$ cat src/rtl/axis_ramp_generator.sv
// Triggered signed ramp source driving a DAC over AXI-Stream, saturating to 14-bit signed range.
// Define RAMP_DOWN_EN to add a mirrored falling leg after the rising ramp.
//
// state | meaning
// IDLE  | output the last transmitted sample, wait for a ramp_rq rising edge
// RISE  | emit cfg_len samples start, start+step, ... (saturated)
// FALL  | (RAMP_DOWN_EN) emit cfg_len-1 samples stepping back down
module axis_ramp_generator #(
  parameter int COUNTER_WIDTH = 18
) (
  input  logic                     aclk,
  input  logic                     aresetn,
  input  logic signed [15:0]       cfg_start,
  input  logic signed [15:0]       cfg_step,
  input  logic [COUNTER_WIDTH-1:0] cfg_len,
  input  logic                     ramp_rq,
  output logic                     busy,
  output logic                     done,
  output logic signed [15:0]       m_axis_tdata,
  output logic                     m_axis_tvalid,
  input  logic                     m_axis_tready
);

`ifdef RAMP_DOWN_EN
  typedef enum logic [1:0] {IDLE, RISE, FALL} state_t;
`else
  typedef enum logic [1:0] {IDLE, RISE} state_t;
`endif

  localparam logic [COUNTER_WIDTH-1:0] CNT_ONE = COUNTER_WIDTH'(1);
  localparam logic signed [16:0]       SAT_MAX = 17'sd8191;
  localparam logic signed [16:0]       SAT_MIN = -17'sd8192;

  state_t                     state_q, state_d;
  logic                       rq_q;
  logic signed [15:0]         acc_q, acc_d;
  logic signed [15:0]         hold_q, hold_d;
  logic signed [15:0]         step_q, step_d;
  logic [COUNTER_WIDTH-1:0]   cnt_q, cnt_d;
  logic [COUNTER_WIDTH-1:0]   len_q, len_d;
  logic                       done_q, done_d;
  logic                       trigger;
  logic                       handshake;
  logic signed [16:0]         sum_up;

  function automatic logic signed [15:0] sat(input logic signed [16:0] s);
    if (s > SAT_MAX) return SAT_MAX[15:0];
    if (s < SAT_MIN) return SAT_MIN[15:0];
    return s[15:0];
  endfunction

  assign trigger   = ramp_rq & ~rq_q;
  assign handshake = m_axis_tvalid & m_axis_tready;
  assign sum_up    = $signed({acc_q[15], acc_q}) + $signed({step_q[15], step_q});

`ifdef RAMP_DOWN_EN
  localparam logic [COUNTER_WIDTH-1:0] CNT_TWO = COUNTER_WIDTH'(2);
  logic signed [16:0] sum_dn;
  assign sum_dn = $signed({acc_q[15], acc_q}) - $signed({step_q[15], step_q});
`endif

  always_comb begin
    state_d = state_q;
    acc_d   = acc_q;
    hold_d  = hold_q;
    step_d  = step_q;
    cnt_d   = cnt_q;
    len_d   = len_q;
    done_d  = 1'b0;
    case (state_q)
      IDLE: begin
        // A zero-length request is dropped entirely
        if (trigger && (cfg_len != '0)) begin
          state_d = RISE;
          acc_d   = cfg_start;
          step_d  = cfg_step;
          len_d   = cfg_len;
          cnt_d   = '0;
        end
      end
      RISE: begin
        if (handshake) begin
          hold_d = acc_q;
          acc_d  = sat(sum_up);
          cnt_d  = cnt_q + CNT_ONE;
          if (cnt_q == len_q - CNT_ONE) begin
`ifdef RAMP_DOWN_EN
            if (len_q == CNT_ONE) begin
              state_d = IDLE;
              done_d  = 1'b1;
            end else begin
              state_d = FALL;
              acc_d   = sat(sum_dn);
              cnt_d   = '0;
            end
`else
            state_d = IDLE;
            done_d  = 1'b1;
`endif
          end
        end
      end
`ifdef RAMP_DOWN_EN
      FALL: begin
        if (handshake) begin
          hold_d = acc_q;
          acc_d  = sat(sum_dn);
          cnt_d  = cnt_q + CNT_ONE;
          if (cnt_q == len_q - CNT_TWO) begin
            state_d = IDLE;
            done_d  = 1'b1;
          end
        end
      end
`endif
      default: state_d = IDLE;
    endcase
  end

  always_ff @(posedge aclk) begin
    if (!aresetn) begin
      state_q <= IDLE;
      rq_q    <= 1'b0;
      acc_q   <= '0;
      hold_q  <= '0;
      step_q  <= '0;
      cnt_q   <= '0;
      len_q   <= '0;
      done_q  <= 1'b0;
    end else begin
      state_q <= state_d;
      rq_q    <= ramp_rq;
      acc_q   <= acc_d;
      hold_q  <= hold_d;
      step_q  <= step_d;
      cnt_q   <= cnt_d;
      len_q   <= len_d;
      done_q  <= done_d;
    end
  end

  assign busy          = (state_q != IDLE);
  assign done          = done_q;
  assign m_axis_tvalid = 1'b1;
  assign m_axis_tdata  = (state_q == IDLE) ? hold_q : acc_q;

endmodule

$ cat config.mk
export PLATFORM = sky130hd
export DESIGN_NAME = axis_ramp_generator
export DESIGN_NICKNAME = d
export VERILOG_FILES = /design/src/rtl/axis_ramp_generator.sv
export SDC_FILE = /design/constraint.sdc
export NUM_CORES = 1
export LEC_CHECK = 0
export ABC_AREA = 1
export ABC_CLOCK_PERIOD_IN_PS = 6600
export CAP_MARGIN = 20
export CORE_ASPECT_RATIO = 0.8
export CORE_UTILIZATION = 35
export DETAILED_ROUTE_END_ITERATION = 8
export GPL_TIMING_DRIVEN = 0
export PLACE_DENSITY = 0.58
export SLEW_MARGIN = 30
export SYNTH_ARGS = -nofsm -noshare
export SYNTH_HDL_FRONTEND = slang
export SYNTH_SLANG_ARGS = --single-unit
$ cat constraint.sdc
create_clock -name aclk -period 6.6 [get_ports aclk]
set_input_delay 0.99 -clock aclk [delete_from_list [all_inputs] [get_ports aclk]]
set_output_delay 0.99 -clock aclk [all_outputs]
set_load 0.1 [all_outputs]
==> metrics.log, run 1 <==
INFO  metric status = finished clean
INFO  metric dr.first_iter.drc_count = 321
INFO  metric peak_supply_drop = 140 µV
INFO  metric buffer_ports.inserted = 71
INFO  metric avgSynthCellArea = 6.56 µm²
INFO  metric async_reset_ff_share = 0%
INFO  metric cp_data_required_time = 5.61 ns
INFO  metric placedCellCount = 1126
INFO  metric cellLeakagePower = 2.91 nW
INFO  metric rsz0062_at_grt = false
INFO  metric postCtsSetupRepairBufs = 0
INFO  metric cellPowerDensity = 233 mW/mm²
INFO  metric numCtsBuffers = 9
INFO  metric hold_class = flop to flop
INFO  metric cts_hold_buffers = 0
INFO  metric fmax = 252 MHz
INFO  metric post_drt_via_cell_ratio = 4.70
INFO  metric htree_levels = 3
INFO  metric period_share = 60.1%
INFO  metric number_of_pins_exceeding_their_max_slew_limit_in_the_final_report = 0
INFO  metric insertedDiodeCount = 0
INFO  metric final_nets = 1000
INFO  metric initial_utilization = 36.3%
INFO  metric fp_rows = 40
INFO  metric crit_path_start_kind = flop
INFO  metric coreArea = 0.0153 mm²
INFO  metric die_w = 143 µm
INFO  metric cp_data_arrival_time = 2.98 ns
INFO  metric worst_setup_path_end_kind = output pin
INFO  metric detail_route.first_pass.iterations = 4
INFO  metric postSynthRegisterBits = 87
INFO  metric numClockSinks = 87
INFO  metric route.detailed.drc = 0
INFO  metric grt_pass1_wl = 26200 µm
INFO  metric final_common_cell = nand2_1
INFO  metric total_power = 1.59 mW
INFO  metric floorplan.die.height = 115 µm
INFO  metric cts_tree = yes
INFO  metric highest_fanout_seen_on_the_critical_path = 10
INFO  metric layout_common_cells = nand2_1 (179), nor2_1 (114), o21ai_0 (92), dfxtp_1 (87), inv_1 (84)
INFO  metric placed_cell_area = 0.00652 mm²
INFO  metric maxSlewHeadroom = 34.0%
INFO  metric post_synth_edffs = 0
INFO  metric timing.final.crit_period = 3.97 ns
INFO  metric dr_total_vias = 5371
INFO  metric routed_wl = 16100 µm
INFO  metric dieArea = 0.0164 mm²
INFO  metric share_of_layout_cells_above_drive_strength_1 = 10.1%
INFO  metric area_growth_synth_to_finish = 22.7%
INFO  metric gp_routability_congestion = 0.879
INFO  metric final_area = 0.00680 mm²
INFO  metric post_synth_instance_area = 0.00555 mm²
INFO  metric clock_skew = 0.0102 ns
INFO  metric first_global_vias = 4977
INFO  metric clkSlewWorstSetupHoldPaths = 0.07 ns
INFO  metric place.detailed.hpwl = 12900 µm
INFO  metric worst_slew_pin_slew = 0.987 ns
INFO  metric antenna_violating_nets_post_route = 0
INFO  metric synth.distinct_cells = 43
INFO  metric timing.final.setup_violations = 0
INFO  metric ctsRootBufferMaster = clkbuf_16
INFO  metric yosys_warnings = 0
INFO  metric antenna_found_initial = 0
INFO  metric final-instance-count-excl-fill = 1142
INFO  metric grt_start_max_net_pins = 16
INFO  metric io-pin-count = 73
INFO  metric pre_cts_ws = 3.01 ns
INFO  metric cts-root-to-sink-buffers = 2
INFO  metric post_cts_resize_count = 0
INFO  metric hold_viol_final = 0
INFO  metric timing.max_cap.violations = 0
INFO  metric syn-instance-count = 845
INFO  metric synthesis.nets = 918
INFO  metric clk-insertion-delay-late = 0.36 ns
INFO  metric route.detailed.wl_per_inst = 14.1 µm
INFO  metric finalSetupTns = 0 ns
INFO  metric yosys_most_used_dff = dfxtp_1
INFO  metric worst_slack = 2.63 ns
INFO  metric remaining_overflow_grt = 0
INFO  metric yosysSeqAreaShare = 31.4%
INFO  metric timing.setup.critical_path_class = flop to output pin
INFO  metric grt_usage = 21.1%
## power breakdown
part / switching (mW) / internal (mW) / leakage (nW)
combinational: 0.316 / 0.170 / 2.07
clock: 0.233 / 0.269 / 0.132
sequential: 0.0390 / 0.560 / 0.713
total: 0.588 / 0.999 / 2.91
## critical path, cell delays in order (launching register included)
cell and delay (ns):
dfxtp_1 0.61, inv_2 0.22, clkbuf_1 0.27, o21ai_0 0.33, clkdlybuf4s50_1 1.19
## per-stage QoR
stage / utilization [%] / hold WS (ns)
after global placement: 42.7 / 0.465
after detailed placement: 42.7 / 0.473
after global routing: 44.6 / 0.492
final: 44.6 / 0.486
after CTS: 44.6 / 0.485
after floorplan: - / 0.452
## final timing paths
path,startpoint,endpoint,slack [ns],cells past startpoint
worst max-delay path,state_q[0],m_axis_tdata[5],2.63,4
worst min-delay path,cnt_q[5],cnt_q[5],0.49,2
worst max register to register,acc_q[0],acc_q[9],4.20,18
worst min register to register,cnt_q[5],cnt_q[5],0.49,2
## flip-flops by register name, summed over array words and instances, names as in the netlist
signal / count
cnt_q: 18
len_q: 18
acc_q: 16
hold_q: 16
step_q: 16
done: 1
rq_q: 1
state_q: 1
## metal layers
metal | global-route usage, % | part of all wire (%)
met4 | 4.30 | 0.60
met3 | 4.52 | 4.3
met1 | 32.5 | 56
met2 | 29.4 | 39
met5 | 0 | 0
## layout make-up
type / count / area (µm²)
flip-flops and latches: 87 / 1740
plain buffers: 32 / 149
well taps: 210 / 263
repair buffers: 71 / 711
multi-input cells: 633 / 3310
clock buffers: 11 / 243
fillers: 1600 / 8460
clock inverters: 5 / 41.3
inverters: 93 / 349
## cell usage after synthesis (6+ instances only)
master,count,share of area (%)
a21oi_1,52,4.7
a21oi_2,10,1.6
clkbuf_1,21,1.4
dfxtp_1,87,31
ha_1,18,4.1
inv_1,84,5.7
inv_2,6,0.41
nand2_1,179,12
nand2_2,26,2.9
nand3_1,39,3.5
nand4_1,6,0.68
nor2_1,114,7.7
nor3_1,7,0.63
o21ai_0,92,8.3
or2_2,13,1.5
xnor2_1,10,1.6
xor2_1,28,4.4
## logic make-up after synthesis
logic type                 Yosys count  share of synthesized area [%]
DFF                                 87                           31.4
other                                1                         0.0676
and+or+nand+nor                    407                           32.7
xor gates and xnor gates            38                           6.00
buffers and inverters              125                           8.98
AOI/OAI and AO/OA                  168                           16.4
adders and majority gates           19                           4.42
No activity file was read; power rests on OpenSTA's default activity.
==> run 2: changes to the inputs <==
--- a/config.mk
+++ b/config.mk
@@ -6,13 +6,13 @@
 export NUM_CORES = 1
 export LEC_CHECK = 0
 export ABC_AREA = 1
-export ABC_CLOCK_PERIOD_IN_PS = 6600
+export ABC_CLOCK_PERIOD_IN_PS = 3600
 export CAP_MARGIN = 20
 export CORE_ASPECT_RATIO = 0.8
 export CORE_UTILIZATION = 35
 export DETAILED_ROUTE_END_ITERATION = 8
 export GPL_TIMING_DRIVEN = 0
-export PLACE_DENSITY = 0.58
+export PLACE_DENSITY = 0.6
 export SLEW_MARGIN = 30
 export SYNTH_ARGS = -nofsm -noshare
 export SYNTH_HDL_FRONTEND = slang
==> constraint.sdc (replaced) <==
create_clock -name aclk -period 3.6 [get_ports aclk]
set_input_delay 0.54 -clock aclk [delete_from_list [all_inputs] [get_ports aclk]]
set_output_delay 0.54 -clock aclk [all_outputs]
set_load 0.1 [all_outputs]
==> metrics.log, run 2 (synthesis results as in run 1) <==
INFO  metric timing.critical_path.cells = inv_2 -> clkbuf_1 -> o21ai_0 -> clkdlybuf4s50_1 (unchanged)
INFO  metric dieArea = 0.0164 mm² (unchanged)
INFO  metric postCtsSetupRepairBufs = 0 (unchanged)
INFO  metric routed_wl = 15900 µm (was 16100 µm)
INFO  metric highest_fanout_seen_on_the_critical_path = 10 (unchanged)
INFO  metric gp_routability_congestion = 0.887 (was 0.879)
INFO  metric hold_viol_final = 0 (unchanged)
INFO  metric cellLeakagePower = 2.92 nW (was 2.91 nW)
INFO  metric io-pin-count = 73 (unchanged)
INFO  metric area_growth_synth_to_finish = 22.6% (was 22.7%)
INFO  metric rsz0062_at_grt = false (unchanged)
INFO  metric grt_usage = 20.6% (was 21.1%)
INFO  metric coreArea = 0.0153 mm² (unchanged)
INFO  metric largest_stage_delay_on_the_critical_path = 1.18 ns (was 1.19 ns)
INFO  metric place.detailed.hpwl = 12800 µm (was 12900 µm)
INFO  metric maxSlewHeadroom = 33.7% (was 34.0%)
INFO  metric cellPowerDensity = 426 mW/mm² (was 233 mW/mm²)
INFO  metric clk-insertion-delay-late = 0.35 ns (was 0.36 ns)
INFO  metric detail_route.first_pass.iterations = 5 (was 4)
INFO  metric ctsRootBufferMaster = clkbuf_16 (unchanged)
INFO  metric timing.final.crit_period = 3.45 ns
INFO  metric antenna_violating_nets_post_route = 0 (unchanged)
INFO  metric initial_utilization = 36.3% (unchanged)
INFO  metric fp_rows = 40 (unchanged)
INFO  metric timing.max_cap.violations = 0 (unchanged)
INFO  metric timing.setup.critical_path_class = flop to output pin (unchanged)
INFO  metric worst_setup_path_end_kind = output pin (unchanged)
INFO  metric crit_path_start_kind = flop (unchanged)
INFO  metric number_of_pins_exceeding_their_max_slew_limit_in_the_final_report = 0 (unchanged)
INFO  metric clock_skew = 0.00620 ns (was 0.0102 ns)
INFO  metric post_cts_resize_count = 0 (unchanged)
INFO  metric post_drt_via_cell_ratio = 4.73 (was 4.70)
INFO  metric fmax = 290 MHz
INFO  metric worst_slew_pin_slew = 0.992 ns (was 0.987 ns)
INFO  metric floorplan.die.height = 115 µm (unchanged)
INFO  metric layout_common_cells = nand2_1 (179), nor2_1 (114), dfxtp_1 (87), o21ai_0 (86), inv_1 (84) (was nand2_1 (179), nor2_1 (114), o21ai_0 (92), dfxtp_1 (87), inv_1 (84))
INFO  metric route.detailed.wl_per_inst = 13.9 µm (was 14.1 µm)
INFO  metric cp_data_required_time = 3.06 ns (was 5.61 ns)
INFO  metric cts_hold_buffers = 0 (unchanged)
INFO  metric antenna_found_initial = 0 (unchanged)
INFO  metric utilization = 44.6% (about the same)
INFO  metric htree_levels = 3 (unchanged)
INFO  metric first_global_vias = 4855 (was 4977)
INFO  metric grt_pass1_wl = 25500 µm (was 26200 µm)
INFO  metric hold_class = flop to flop (unchanged)
INFO  metric timing.final.setup_violations = 0 (unchanged)
INFO  metric die_w = 143 µm (unchanged)
INFO  metric final_nets = 1000 (unchanged)
INFO  metric grt_start_max_net_pins = 17 (was 16)
INFO  metric dr_total_vias = 5399 (was 5371)
INFO  metric layout_top_registers = cnt_q x18, len_q x18 (unchanged)
INFO  metric route.detailed.drc = 0 (unchanged)
INFO  metric share_of_layout_cells_above_drive_strength_1 = 10.1% (unchanged)
INFO  metric placedCellCount = 1126 (unchanged)
INFO  metric cts-root-to-sink-buffers = 2 (unchanged)
INFO  metric path_buf_inv = 3 (unchanged)
INFO  metric remaining_overflow_grt = 0 (unchanged)
INFO  metric cp_data_arrival_time = 2.91 ns (was 2.98 ns)
INFO  metric cp_top_family = buffers and inverters (unchanged)
INFO  metric clkSlewWorstSetupHoldPaths = 0.07 ns (about the same)
INFO  metric peak_supply_drop = 376 µV (was 140 µV)
INFO  metric crit_slowest_cell = clkdlybuf4s50_1 (unchanged)
INFO  metric timing.hold.ws = 0.486 ns (about the same)
INFO  metric final-instance-count-excl-fill = 1142 (unchanged)
INFO  metric status = finished clean (unchanged)
INFO  metric area_used_by_sequential_logic_in_the_layout = 0.00174 mm² (unchanged)
INFO  metric numClockSinks = 87 (unchanged)
INFO  metric total_power = 2.90 mW (was 1.59 mW)
INFO  metric numCtsBuffers = 9 (unchanged)
INFO  metric period_share = 95.7%
INFO  metric dr.first_iter.drc_count = 311 (was 321)
INFO  metric finalSetupTns = 0 ns (unchanged)
INFO  metric final_common_cell = nand2_1 (unchanged)
INFO  metric multiInputGateArea = 0.00331 mm² (unchanged)
INFO  metric fill_cells = 1596 (was 1600)
INFO  metric insertedDiodeCount = 0 (unchanged)
INFO  metric cts_tree = yes (unchanged)
INFO  metric buffer_ports.inserted = 71 (unchanged)
run 2: layout make-up:
class	instances	area share, %
plain buffers	32	2.19
clock buffers	10	3.37
clock inverters	6	0.791
inverters	93	5.13
multi-input cells	633	48.6
flip-flops and latches	87	25.6
well taps	210	3.86
repair buffers	71	10.4
run 2: worst paths after layout:
| kind | from | end | cells past startpoint | slack [ns] |
|---|---|---|---|---|
| hold / removal | hold_q[12] | hold_q[12] | 2 | 0.49 |
| setup reg to reg | acc_q[0] | acc_q[9] | 18 | 1.24 |
| hold reg to reg | hold_q[12] | hold_q[12] | 2 | 0.49 |
| setup / recovery | state_q[0] | m_axis_tdata[14] | 4 | 0.15 |
run 2: power breakdown:
part	switching, mW	internal (mW)	total, mW
logic	0.579	0.313	0.892
clock network	0.428	0.480	0.908
registers	0.0712	1.03	1.10
run 2: metrics by stage:
step	setup WS, ns	area (µm²)
2_1_floorplan	-0.584	5550
3_3_place_gp	0.518	6520
3_5_place_dp	0.527	6520
4_1_cts	0.135	6800
5_1_grt	0.00667	6800
6_report	0.154	6800
run 2: per-layer routing:
layer | routed length (µm) | GRT usage, % | vias up
met5 | 0 | 0 | -
met4 | 106 | 3.87 | 0
met3 | 647 | 4.48 | 10
met2 | 6310 | 28.8 | 89
met1 | 8800 | 31.7 | 2420
li1 | - | - | 2880
run 2: worst register-to-register path: stages, from the launching register on:
cell     delay (ns)
dfxtp_1        0.38
ha_1           0.20
inv_1          0.06
fa_1           0.40
inv_1          0.09
nand2_1        0.07
nand3_2        0.11
nand2_1        0.08
nand2_2        0.09
nand2_2        0.07
nand2_1        0.08
nand2_2        0.06
nand2_4        0.07
nand2_4        0.07
nand2_4        0.11
buf_8          0.15
nand2_2        0.06
nand2_2        0.06
a21oi_2        0.04
==> run 3: changes to the inputs <==
--- a/config.mk
+++ b/config.mk
@@ -10,6 +10,7 @@
 export CAP_MARGIN = 20
 export CORE_ASPECT_RATIO = 0.8
 export CORE_UTILIZATION = 35
+export CTS_CLUSTER_DIAMETER = 50
 export DETAILED_ROUTE_END_ITERATION = 8
 export GPL_TIMING_DRIVEN = 0
 export PLACE_DENSITY = 0.6
==> results of run 3 <==
No change in the layout: final DEF, timing and power equal those of run 2.
